**config.mk**
```make
export PLATFORM = sky130hd
export DESIGN_NAME = sha512_msg_sched
export DESIGN_NICKNAME = d
export VERILOG_FILES = /design/src/rtl/sha512_msg_sched.sv
export SDC_FILE = /design/constraint.sdc
export NUM_CORES = 2
export LEC_CHECK = 0
export CAP_MARGIN = 25
export CORE_UTILIZATION = 50
export DETAILED_ROUTE_END_ITERATION = 10
export HOLD_SLACK_MARGIN = 0.15
export PLACE_DENSITY_LB_ADDON = 0.12
export SYNTH_ARGS = -nofsm -noshare
export SYNTH_HDL_FRONTEND = slang
export SYNTH_SLANG_ARGS = --single-unit
```
**constraint.sdc**
```tcl
create_clock -name clk_i -period 5.3 [get_ports clk_i]
set_input_delay 1.06 -clock clk_i [delete_from_list [all_inputs] [get_ports clk_i]]
set_output_delay 1.06 -clock clk_i [all_outputs]
set_load 0.02 [all_outputs]
```
**src/rtl/sha512_msg_sched.sv**
```systemverilog
// SHA-512 message schedule: passes W[0..15] through from the pad stage and
// expands W[16..79] from a 16-word sliding window, one word per accepted slot.
module sha512_msg_sched #(
  parameter int unsigned NUM_ROUND = 80,
  parameter int unsigned BLK_WORDS = 16
) (
  input  logic        clk_i,
  input  logic        rst_i,
  input  logic        sha_en,
  input  logic        hash_start,
  input  logic        in_valid,
  input  logic [63:0] in_data,
  output logic        in_ready,
  output logic        w_valid,
  output logic [63:0] w_data,
  output logic [6:0]  w_round,
  input  logic        w_ready,
  output logic        chunk_done,
  output logic        busy
);

  typedef enum logic [1:0] {StIdle, StLoad, StExpand} state_e;

  state_e      state_q, state_d;
  logic [6:0]  t_q, t_d;
  logic [63:0] win_q [BLK_WORDS];
  logic [63:0] win_d [BLK_WORDS];
  logic [63:0] w_data_q, w_data_d;
  logic [6:0]  w_round_q, w_round_d;
  logic        w_valid_q, w_valid_d;
  logic        chunk_done_q, chunk_done_d;

  logic        adv;
  logic        shift_en;
  logic [63:0] shift_word;
  logic [63:0] w_new;

  function automatic logic [63:0] sigma0(input logic [63:0] x);
    return {x[0], x[63:1]} ^ {x[7:0], x[63:8]} ^ (x >> 7);
  endfunction

  function automatic logic [63:0] sigma1(input logic [63:0] x);
    return {x[18:0], x[63:19]} ^ {x[60:0], x[63:61]} ^ (x >> 6);
  endfunction

  // win_q[15] is W[t-1], so taps 14/9/1/0 are W[t-2], W[t-7], W[t-15], W[t-16].
  assign w_new = sigma1(win_q[14]) + win_q[9] + sigma0(win_q[1]) + win_q[0];

  assign adv      = !w_valid_q || w_ready;
  assign in_ready = (state_q == StLoad) && adv && sha_en && !hash_start;

  always_comb begin
    state_d      = state_q;
    t_d          = t_q;
    w_data_d     = w_data_q;
    w_round_d    = w_round_q;
    w_valid_d    = w_valid_q;
    chunk_done_d = w_valid_q && w_ready && (w_round_q == 7'(NUM_ROUND - 1));
    shift_en     = 1'b0;
    shift_word   = in_data;

    if (!sha_en) begin
      state_d      = StIdle;
      t_d          = '0;
      w_valid_d    = 1'b0;
      w_data_d     = '0;
      w_round_d    = '0;
      chunk_done_d = 1'b0;
    end else if (hash_start) begin
      state_d   = StLoad;
      t_d       = '0;
      w_valid_d = 1'b0;
    end else if (adv) begin
      w_valid_d = 1'b0;
      unique case (state_q)
        StLoad: begin
          if (in_valid) begin
            shift_en   = 1'b1;
            shift_word = in_data;
            w_data_d   = in_data;
            w_round_d  = t_q;
            w_valid_d  = 1'b1;
            t_d        = t_q + 7'd1;
            if (t_q == 7'(BLK_WORDS - 1)) state_d = StExpand;
          end
        end
        StExpand: begin
          shift_en   = 1'b1;
          shift_word = w_new;
          w_data_d   = w_new;
          w_round_d  = t_q;
          w_valid_d  = 1'b1;
          if (t_q == 7'(NUM_ROUND - 1)) begin
            state_d = StLoad;
            t_d     = '0;
          end else begin
            t_d = t_q + 7'd1;
          end
        end
        default: ;
      endcase
    end
  end

  always_comb begin
    win_d = win_q;
    if (shift_en) begin
      for (int unsigned i = 0; i < BLK_WORDS - 1; i++) win_d[i] = win_q[i+1];
      win_d[BLK_WORDS-1] = shift_word;
    end
  end

  always_ff @(posedge clk_i) begin
    if (rst_i) begin
      state_q      <= StIdle;
      t_q          <= '0;
      w_data_q     <= '0;
      w_round_q    <= '0;
      w_valid_q    <= 1'b0;
      chunk_done_q <= 1'b0;
      for (int unsigned i = 0; i < BLK_WORDS; i++) win_q[i] <= '0;
    end else begin
      state_q      <= state_d;
      t_q          <= t_d;
      w_data_q     <= w_data_d;
      w_round_q    <= w_round_d;
      w_valid_q    <= w_valid_d;
      chunk_done_q <= chunk_done_d;
      win_q        <= win_d;
    end
  end

  assign w_valid    = w_valid_q;
  assign w_data     = w_data_q;
  assign w_round    = w_round_q;
  assign chunk_done = chunk_done_q;
  assign busy       = ((state_q == StLoad) && (t_q != '0)) || (state_q == StExpand);

endmodule
```
==> flow_summary.ini <==
[synthesis]
synth_seq_area_share_pct = 45.9
synthFlopType = dfxtp_1
synthesis.area_um2 = 48200
synth_area_per_cell_um2 = 7.80
yosys_register_bits = 1106
synth_cell_types = 65
synthCells = 6182
async_flop_share_pct = 0
yosysWarningCount = 0
synth_edf_count = 0
syn-num-nets = 6445

[critical_path]
crit_path_max_incr_delay_ns = 0.60
worst_setup_path_end_kind = flip-flop
worstPathArrival_ns = 5.70
critical_path.top_delay_family = compound AO/OA/AOI/OAI gates
path_depth = 14
critPathMaxFanout = 7
crit_buf_inv = 1
start_kind = flip-flop
crit_slowest_cell = o311ai_4
required_ns = 5.90
path_cells = xor2_1 > xnor2_1 > fa_1 > fa_1 > inv_1 > ha_1 > and4_1 > nand4_1 > o311ai_4 > nand4_1 > a211o_1 > o41ai_2 > xnor2_1 > a2111oi_2
critPathKind = reg2reg
reg2reg_depth = 14

[route]
wl_per_cell_um = 20.3
dr.first_iter.drc_count = 4050
ant_nets = 0
firstDrtPassIters = 6
drt-total-wl_um = 151000
drc_errors = 0
vias_per_cell = 5.40
num_vias = 40200

[final_layout]
fillers = 9028
syn_to_final_growth_pct = 14.0
drive_above_1_share_pct = 6.24
fin_area_um2 = 55000
finalNetCount = 6356

[clock_tree]
cts_tree = done
cts_hold_buffers = 0
h-tree-depth = 3
max-clock-path-buffers = 3
clock_latency_ns = 0.73
cts_root_buffer = clkbuf_16
cts_num_sinks = 1106
clkTransAtPathRegs_ns = 0.06
numCtsBuffers = 113

[pwr]
vdd_ir_drop_max_uv = 370
power.internal_mw = 13.4
power.leakage_nw = 19.2
swShare_pct = 21.4
netSwitchingPower_mw = 3.64
power_frac_seq_pct = 48.9
p_clk_share_pct = 49.1
powerDensity_nw_per_um2 = 310
comb_power_share_pct = 2.0

[floorplanning]
io_pins = 145
dieArea_um2 = 97700
rows = 113
coreArea_um2 = 95300
start_util_pct = 50.6
die_x_um = 313
dieHeight_um = 313

[grt]
grt_overflow_total = 0
antenna_found_initial = 5
grt_pass1_vias = 37600
grt_max_degree = 218
track_usage_pct = 30.4
grt_pass1_wl_um = 230000

[sta]
worst_slack_ns = 0.200
grt_setup_unrepaired = false
report.final.hold_viol_count = 0
finalSetupTns_ns = 0
period_share_pct = 96.2
skew_ns = 0.0388
fmax_mhz = 196
relSlewSlack_pct = 29.0
drv_slew = 0
setup_viol = 0
worstMarginPinSlew_ns = 1.06
fin_crit_ns = 5.10

[flow_run]
cap_violations = 0

[placement]
placed_cell_area_um2 = 51000
pre_cts_ws_ns = 0.203
dp.final_hpwl_um = 109000
place_congestion = 1.02
portBuffers = 144

[min_path]
holdPathStages = 2
worst_hold_path_type = reg2reg

[outcome]
status = finished, final reports clean
per-stage QoR:
stage,hold slack [ns],instances,power [mW],utilization (%)
after floorplan,0.429,6182,8.70,-
after global placement,0.436,7241,8.85,53.5
after detailed placement,0.442,7242,8.85,53.5
after CTS,0.436,7454,17.2,57.6
after global routing,0.451,7456,17.6,57.7
final,0.435,7456,17.0,57.7
cell type report:
class | count | area [um^2] | share of cell area, %
Multi-Input combinational cell | 4296 | 23300 | 42.3
Sequential cell | 1106 | 22100 | 40.3
Clock buffer | 175 | 3410 | 6.21
Timing Repair Buffer | 310 | 3060 | 5.57
Tap cell | 1265 | 1580 | 2.88
Inverter | 266 | 998 | 1.82
Clock inverter | 37 | 531 | 0.965
Antenna cell | 1 | 2.50 | 0.00455
worst reg2reg max path, delay by kind of cell, from the launching register on:
family                     cells  cell delay, ns
adders and majority gates      3            1.43
xor gates and xnor gates       3            0.62
buffers and inverters          1            0.06
and+or+nand+nor                3            0.71
DFF                            1            0.49
AOI/OAI and AO/OA              4            1.69
cells in the final DEF, fill, tap and decap left out, types with 29 or more instances in the layout:
cell type	Yosys	final
xor2_1	127	126
a211oi_1	56	56
nand3_1	29	29
ha_1	67	65
a31oi_1	34	34
nand2_1	2061	2060
clkbuf_16	0	116
o21ai_0	117	117
buf_12	0	29
fa_1	126	126
xnor2_1	174	172
nor3_1	33	33
buf_4	0	136
dfxtp_1	1106	1104
a21oi_1	1102	1102
nor2_1	138	137
clkdlybuf4s50_1	0	143
inv_1	265	265
clkbuf_1	498	30
clkbuf_8	0	29
mux2i_1	34	34
timing repair:
item / in CTS / in global routing
setup endpoints to repair: 0 / 6
buffers inserted: 0 / 1
endpoints found under the hold margin: 0 / 0
gates resized for setup: 0 / 12
power by group through the flow:
stage	sequential, mW	clock (mW)	combinational (mW)
4_1_cts	8.33	8.51	0.340
5_1_grt	8.32	8.86	0.362
2_1_floorplan	8.52	0	0.178
3_5_place_dp	8.51	0	0.338
3_3_place_gp	8.51	0	0.339
6_report	8.33	8.35	0.341
final timing paths:
check        startpoint         end  slack [ns]
min          win_q[485]  win_q[549]        0.43
max           win_q[90]   win_q[62]        0.20
max reg2reg   win_q[90]   win_q[62]        0.20
min reg2reg  win_q[485]  win_q[549]        0.43
synthesized netlist by cell type (all sizes together) (2+ instances only):
cell | number | area share, %
buf | 16 | 0.14
ha | 67 | 1.7
o211ai | 7 | 0.11
inv | 266 | 2.1
xor2 | 127 | 2.3
and2 | 9 | 0.12
nand2b | 11 | 0.14
a21o | 13 | 0.20
mux2i | 34 | 0.71
o41ai | 2 | 0.052
nand2 | 2061 | 16
o21bai | 9 | 0.14
o2111ai | 2 | 0.036
o21ai | 121 | 1.3
nand4 | 28 | 0.36
fa | 126 | 5.2
and4 | 5 | 0.091
nand3b | 5 | 0.078
nor4 | 8 | 0.10
or3 | 6 | 0.078
nand3 | 29 | 0.30
a41oi | 3 | 0.054
nor2b | 7 | 0.091
a221oi | 3 | 0.054
a211o | 3 | 0.054
a2111oi | 11 | 0.23
a311oi | 2 | 0.049
o21a | 13 | 0.20
o311ai | 2 | 0.073
a21oi | 1102 | 11
nor2 | 138 | 1.1
a21boi | 2 | 0.031
mux2 | 9 | 0.21
o31ai | 8 | 0.15
dfxtp | 1106 | 46
and3 | 9 | 0.12
a211oi | 56 | 0.87
nor3 | 33 | 0.34
xnor2 | 174 | 3.2
or2 | 3 | 0.039
a31oi | 34 | 0.44
clkbuf | 498 | 3.9
o21ba | 2 | 0.041
cell families after synthesis:
logic type / share of synthesized area [%]
AND/OR/NAND/NOR: 19.0
multiplexers: 0.915
buffers and inverters: 6.09
flip-flops: 45.9
adder cells (fa/ha/maj): 6.97
XOR/XNOR: 5.46
AO/OA/AOI/OAI: 15.7
sequential cells by signal (all words and copies together), names as in the netlist:
signal,count
w_data,64
w_round,7
win_q,1024
w_valid,1
t_q,7
chunk_done,1
state_q,2
layer usage:
layer	up-vias	wire, um	global-route usage, %	share of wire (%)
li1	19700	-	-	-
met2	1031	69000	48.2	46
met3	280	8970	5.04	5.9
met5	-	42	0	0.028
met1	19200	66900	41.3	44
met4	6	6250	12.0	4.1
Note: power is estimated with default switching activity, not from simulation.
